`src/rtl/verify_checksum.sv`:
```
// Receive-side FIX checksum verifier: sums message bytes mod 256, finds the
// <SOH>10= trailer, parses three ASCII digits and reports pass/fail/format error.
module verify_checksum #(
    parameter logic [7:0] SOH_CHAR = 8'h01
) (
    input  logic       clk,
    input  logic       rst,
    input  logic [7:0] data_i,
    input  logic       valid_i,
    input  logic       start_i,
    output logic       done_o,
    output logic       ok_o,
    output logic       err_fmt_o,
    output logic [7:0] computed_o,
    output logic [7:0] received_o
);

    // D1..TERM are consecutive so the digit states can advance by increment.
    localparam logic [3:0] ST_IDLE = 4'd0;
    localparam logic [3:0] ST_BODY = 4'd1;
    localparam logic [3:0] ST_TAG1 = 4'd2;
    localparam logic [3:0] ST_TAG0 = 4'd3;
    localparam logic [3:0] ST_EQ   = 4'd4;
    localparam logic [3:0] ST_D1   = 4'd5;
    localparam logic [3:0] ST_D2   = 4'd6;
    localparam logic [3:0] ST_D3   = 4'd7;
    localparam logic [3:0] ST_TERM = 4'd8;

    logic [3:0] state_q, state_d;
    logic [7:0] sum_q, sum_d;
    logic [7:0] snap_q, snap_d;
    logic [9:0] val_q, val_d;
    logic       fmt_err_q, fmt_err_d;
    logic       done_q, done_d;
    logic       ok_q, ok_d;
    logic       err_fmt_q, err_fmt_d;
    logic [7:0] computed_q, computed_d;
    logic [7:0] received_q, received_d;

    logic       is_soh_s;
    logic       is_digit_s;
    logic [7:0] digit_s;
    logic [7:0] sum_add_s;
    logic       term_err_s;

    function automatic logic ascii_digit(input logic [7:0] b);
        return (b >= 8'h30) && (b <= 8'h39);
    endfunction

    assign is_soh_s   = (data_i == SOH_CHAR);
    assign is_digit_s = ascii_digit(data_i);
    assign digit_s    = data_i - 8'h30;
    assign sum_add_s  = sum_q + data_i;
    assign term_err_s = fmt_err_q | (val_q > 10'd255) | ~is_soh_s;

    // Next-state and result computation for one accepted byte.
    always_comb begin
        state_d    = state_q;
        sum_d      = sum_q;
        snap_d     = snap_q;
        val_d      = val_q;
        fmt_err_d  = fmt_err_q;
        done_d     = 1'b0;
        ok_d       = ok_q;
        err_fmt_d  = err_fmt_q;
        computed_d = computed_q;
        received_d = received_q;
        if (valid_i && start_i) begin
            // A start byte always begins a fresh message, aborting any in flight.
            sum_d     = data_i;
            val_d     = 10'd0;
            fmt_err_d = 1'b0;
            state_d   = ST_BODY;
        end else if (valid_i) begin
            case (state_q)
                ST_IDLE: begin
                    state_d = ST_IDLE;
                end
                ST_BODY, ST_TAG1, ST_TAG0: begin
                    sum_d = sum_add_s;
                    if (is_soh_s) begin
                        snap_d  = sum_add_s;
                        state_d = ST_TAG1;
                    end else if ((state_q == ST_TAG1) && (data_i == 8'h31)) begin
                        state_d = ST_TAG0;
                    end else if ((state_q == ST_TAG0) && (data_i == 8'h30)) begin
                        state_d = ST_EQ;
                    end else begin
                        state_d = ST_BODY;
                    end
                end
                ST_EQ: begin
                    sum_d = sum_add_s;
                    if (data_i == 8'h3D) begin
                        val_d     = 10'd0;
                        fmt_err_d = 1'b0;
                        state_d   = ST_D1;
                    end else begin
                        state_d = ST_BODY;
                    end
                end
                ST_D1, ST_D2, ST_D3: begin
                    if (is_digit_s) begin
                        val_d = val_q * 10'd10 + {2'b00, digit_s};
                    end else begin
                        fmt_err_d = 1'b1;
                    end
                    state_d = state_q + 4'd1;
                end
                ST_TERM: begin
                    done_d     = 1'b1;
                    computed_d = snap_q;
                    received_d = val_q[7:0];
                    err_fmt_d  = term_err_s;
                    ok_d       = ~term_err_s & (val_q == {2'b00, snap_q});
                    fmt_err_d  = term_err_s;
                    state_d    = ST_IDLE;
                end
                default: begin
                    state_d = ST_IDLE;
                end
            endcase
        end else begin
            state_d = state_q;
        end
    end

    // State and output registers.
    always_ff @(posedge clk or posedge rst) begin
        if (rst) begin
            state_q    <= ST_IDLE;
            sum_q      <= 8'h00;
            snap_q     <= 8'h00;
            val_q      <= 10'd0;
            fmt_err_q  <= 1'b0;
            done_q     <= 1'b0;
            ok_q       <= 1'b0;
            err_fmt_q  <= 1'b0;
            computed_q <= 8'h00;
            received_q <= 8'h00;
        end else begin
            state_q    <= state_d;
            sum_q      <= sum_d;
            snap_q     <= snap_d;
            val_q      <= val_d;
            fmt_err_q  <= fmt_err_d;
            done_q     <= done_d;
            ok_q       <= ok_d;
            err_fmt_q  <= err_fmt_d;
            computed_q <= computed_d;
            received_q <= received_d;
        end
    end

    assign done_o     = done_q;
    assign ok_o       = ok_q;
    assign err_fmt_o  = err_fmt_q;
    assign computed_o = computed_q;
    assign received_o = received_q;

endmodule

```
`config.mk`:
```
export PLATFORM = sky130hd
export DESIGN_NAME = verify_checksum
export DESIGN_NICKNAME = d
export VERILOG_FILES = /design/src/rtl/verify_checksum.sv
export SDC_FILE = /design/constraint.sdc
export NUM_CORES = 1
export LEC_CHECK = 0
export ABC_AREA = 1
export BUFFER_PORTS_ARGS = -buffer_cell sky130_fd_sc_hd__buf_2
export CORE_AREA = 2 2 87 89
export DETAILED_ROUTE_END_ITERATION = 16
export DIE_AREA = 0 0 89 91
export GPL_TIMING_DRIVEN = 0
export PLACE_DENSITY = 0.66
export SLEW_MARGIN = 20
export SYNTH_ARGS = -nofsm -noshare
export SYNTH_HDL_FRONTEND = slang
export SYNTH_SLANG_ARGS = --single-unit
```
`constraint.sdc`:
```
create_clock -name clk -period 4.35 [get_ports clk]
set_clock_uncertainty 0.15 [all_clocks]
set_input_delay 0.87 -clock clk [delete_from_list [all_inputs] [get_ports clk]]
set_output_delay 0.87 -clock clk [all_outputs]
set_load 0.05 [all_outputs]
```
==> out/metrics.yaml <==
status: "completed"
hpwlAfterDp_um: 6230
drc: 0
drv_slew: 0
ys_seq_area_share_pct: 36.42
finalCritPeriodShare_pct: 68.01
cap_violations: 0
cts.path.max_buffers: 2
cts_max_level: 2
comb_power_share_pct: 30.5
drt-total-wl_um: 7770
switching_share_pct: 35.24
leakage_nw: 2.133
start_kind: "register"
initial_core_util_pct: 48.14
synth_top_cells_by_area: "dfrtp_1 36%, nand2_1 16%, ha_1 11%"
wl_per_cell_um: 13.26
synth_area_per_cell_um2: 7.652
ios: 31
antenna_found_initial: 0
die-area_mm2: 0.008099
maxSlewHeadroom_pct: 73.03
power_frac_clock_pct: 27.6
clock_latency_ns: 0.32
cp-end-kind: "register"
max_stage_delay_ns: 0.46
cp_cell_sequence: "ha_1, ha_1, fa_1, xor2_1, ha_1, nand2_1, nor2_1, nand2_1, nand3_1, nand2_1, nand2_1, nand3_1, nand3_1, nand2_1"
clock-sinks: 50
fin_crit_ns: 2.958
max-vdd-ir-drop_mv: 0.2115
worst_path_max_delay_cell: "dfrtp_1"
nNetsFinal: 532
ys.warnings.count: 0
first_global_vias: 2874
worstPathArrival_ns: 3.02
viasPerCell: 5.082
cts_hold_buf: 0
syn-num-nets: 495
clock.fmax_ghz: 0.3380
crit_required_ns: 4.41
synth_top_cell_by_area: "dfrtp_1"
place.gp.congestion: 0.8835
antenna_left: 0
crit_path_frequent_cell: "nand2_1"
grt_max_degree: 35
cts-root-buf: "clkbuf_8"
die_w_um: 89
power_mw: 1.273
rows: 31
cts_resized: 0
rsz0062_at_grt: "no"
tightest_slew_ns: 0.4040
synthToLayoutAreaGrowth_pct: 11.80
path_clk_slew_ns: 0.10
pwr-share-seq_pct: 41.9
die_y_um: 91
synth_cell_types: 34
grt_usage_pct: 20.55
postLayoutCoreUtil_pct: 53.82
finalHoldViolCount: 0
tns_ns: 0
switchingPower_mw: 0.4486
yosysTopAreaCellShare_pct: 36.42
intPower_mw: 0.8244
post-cts-setup-buffers: 0
setup_violations: 0
worstPathMaxFanout: 6
routed-via-count: 2978
drive_above_1_share_pct: 14.17
cts_tree: "built"
hp-class: "reg2reg"
synth_area_mm2: 0.003436
numPortBuffers: 29
core-area_mm2: 0.007137
synth-seq-cells: 50
cts_buffers: 5
synthCells: 449
first_iter_violations: 111
firstDrtPassIters: 4
nFillCells: 740
diodes: 0
path_class: "reg2reg"
grt_pass1_wl_um: 13170
power.density_mw_per_mm2: 331.4
overflow: 0
[placed cells by master (no fill, tap or decap), types with 2 or more instances in the layout]
cell type,n
nand4_1,9
xnor2_1,8
nor3b_1,2
nand2_2,3
clkbuf_8,5
nand3_1,24
xor2_1,5
nor2_1,24
dfrtp_1,50
nand3b_1,5
buf_6,4
o211ai_1,3
o21ai_2,4
nor2_2,2
o22ai_1,4
a31oi_1,6
inv_2,8
o21ai_0,14
nand2_1,144
fa_1,3
inv_6,2
ha_1,31
nor2_4,2
o21ai_1,13
nand2_4,2
a21oi_1,16
or2_2,4
inv_1,51
buf_2,29
[area by class of cell]
| class | count | area [um2] | area share (%) |
|---|---|---|---|
| clock buffers | 5 | 68.82 | 1.792 |
| plain buffers | 5 | 52.55 | 1.368 |
| clock inverters | 3 | 47.55 | 1.238 |
| multi-input cells | 335 | 1911 | 49.74 |
| inverters | 59 | 221.5 | 5.765 |
| flip-flops and latches | 50 | 1251 | 32.57 |
| repair buffers | 30 | 165.2 | 4.300 |
| well taps | 99 | 123.9 | 3.225 |
[kinds of logic after synthesis]
logic type / count (synthesis) / synth area share [%]
AND/OR/NAND/NOR: 224 / 28.59
adder cells (fa/ha/maj): 34 / 13.04
flip-flops: 50 / 36.42
XOR/XNOR: 13 / 3.314
AO/OA/AOI/OAI: 64 / 10.67
buffers and inverters: 64 / 7.975
[path summary, 6_finish.rpt]
kind,startpoint,endpoint,slack [ns],depth (start not counted)
min reg2reg,computed_o[7],computed_o[7],0.32,2
max in group asynchronous,rst,val_q[7],3.16,3
min,computed_o[7],computed_o[7],0.32,2
min in group asynchronous,rst,received_o[2],0.37,2
max,val_q[3],val_q[9],1.39,14
max reg2reg,val_q[3],val_q[9],1.39,14
[metal layers]
| layer | vias to the layer above | wire length [um] | global-route usage [%] |
|---|---|---|---|
| met5 | - | 0 | 0 |
| met4 | 0 | 70 | 3.856 |
| met3 | 8 | 259 | 2.727 |
| met2 | 58 | 3697 | 34.33 |
| met1 | 1381 | 3743 | 28.53 |
| li1 | 1531 | - | - |
[synth_stat cells]
cell type and instances:
xnor2_1 8, dfrtp_1 50, o2111ai_1 1, nand3_1 24
buf_4 1, a21boi_0 1, o21ai_2 4, nand2_4 2
nor3b_1 2, nor2_4 2, or2_2 4, nor2_1 24
nand2_2 3, a31oi_1 6, nand3_2 1, a21oi_1 16
xor2_1 5, nand3b_1 5, nand2b_1 1, a21o_1 1
nor2_2 2, fa_1 3, o22ai_1 4, o21bai_1 1
inv_2 7, ha_1 31, o211ai_1 3, inv_1 52
nand4_1 9, buf_6 4, o21ai_1 13, o21ai_0 14
nor3_1 1, nand2_1 144
[sequential cells by signal, indices dropped and copies added, names as in the netlist, 4 cells and up]
| signal | flops |
|---|---|
| snap_q | 8 |
| computed_o | 8 |
| sum_q | 8 |
| val_q | 10 |
| received_o | 8 |
| state_q | 4 |
[worst max-delay path, delay by kind of cell (launching register included)]
family,cells,cell delay [ns]
flops,1,0.46
fa+ha+maj,4,1.35
simple gates,9,0.70
xor+xnor,1,0.18
[power groups by stage]
stage	clock network (mW)	registers, mW	logic, mW
5_1_grt	0.372	0.539	0.439
3_3_place_gp	0	0.541	0.378
4_1_cts	0.359	0.533	0.385
6_report	0.351	0.534	0.388
3_5_place_dp	0	0.543	0.384
2_1_floorplan	0	0.564	0.268
[stage by stage]
step | setup WS [ns] | hold WS, ns | cells | instance area, um2
6_report | 1.392 | 0.3197 | 586 | 3841
5_1_grt | 1.180 | 0.3340 | 586 | 3841
4_1_cts | 1.384 | 0.3268 | 586 | 3841
3_5_place_dp | 1.405 | 0.3033 | 578 | 3725
3_3_place_gp | 1.424 | 0.3014 | 577 | 3705
2_1_floorplan | 1.638 | 0.3001 | 449 | 3436
No activity file was read; power rests on OpenSTA's default activity.
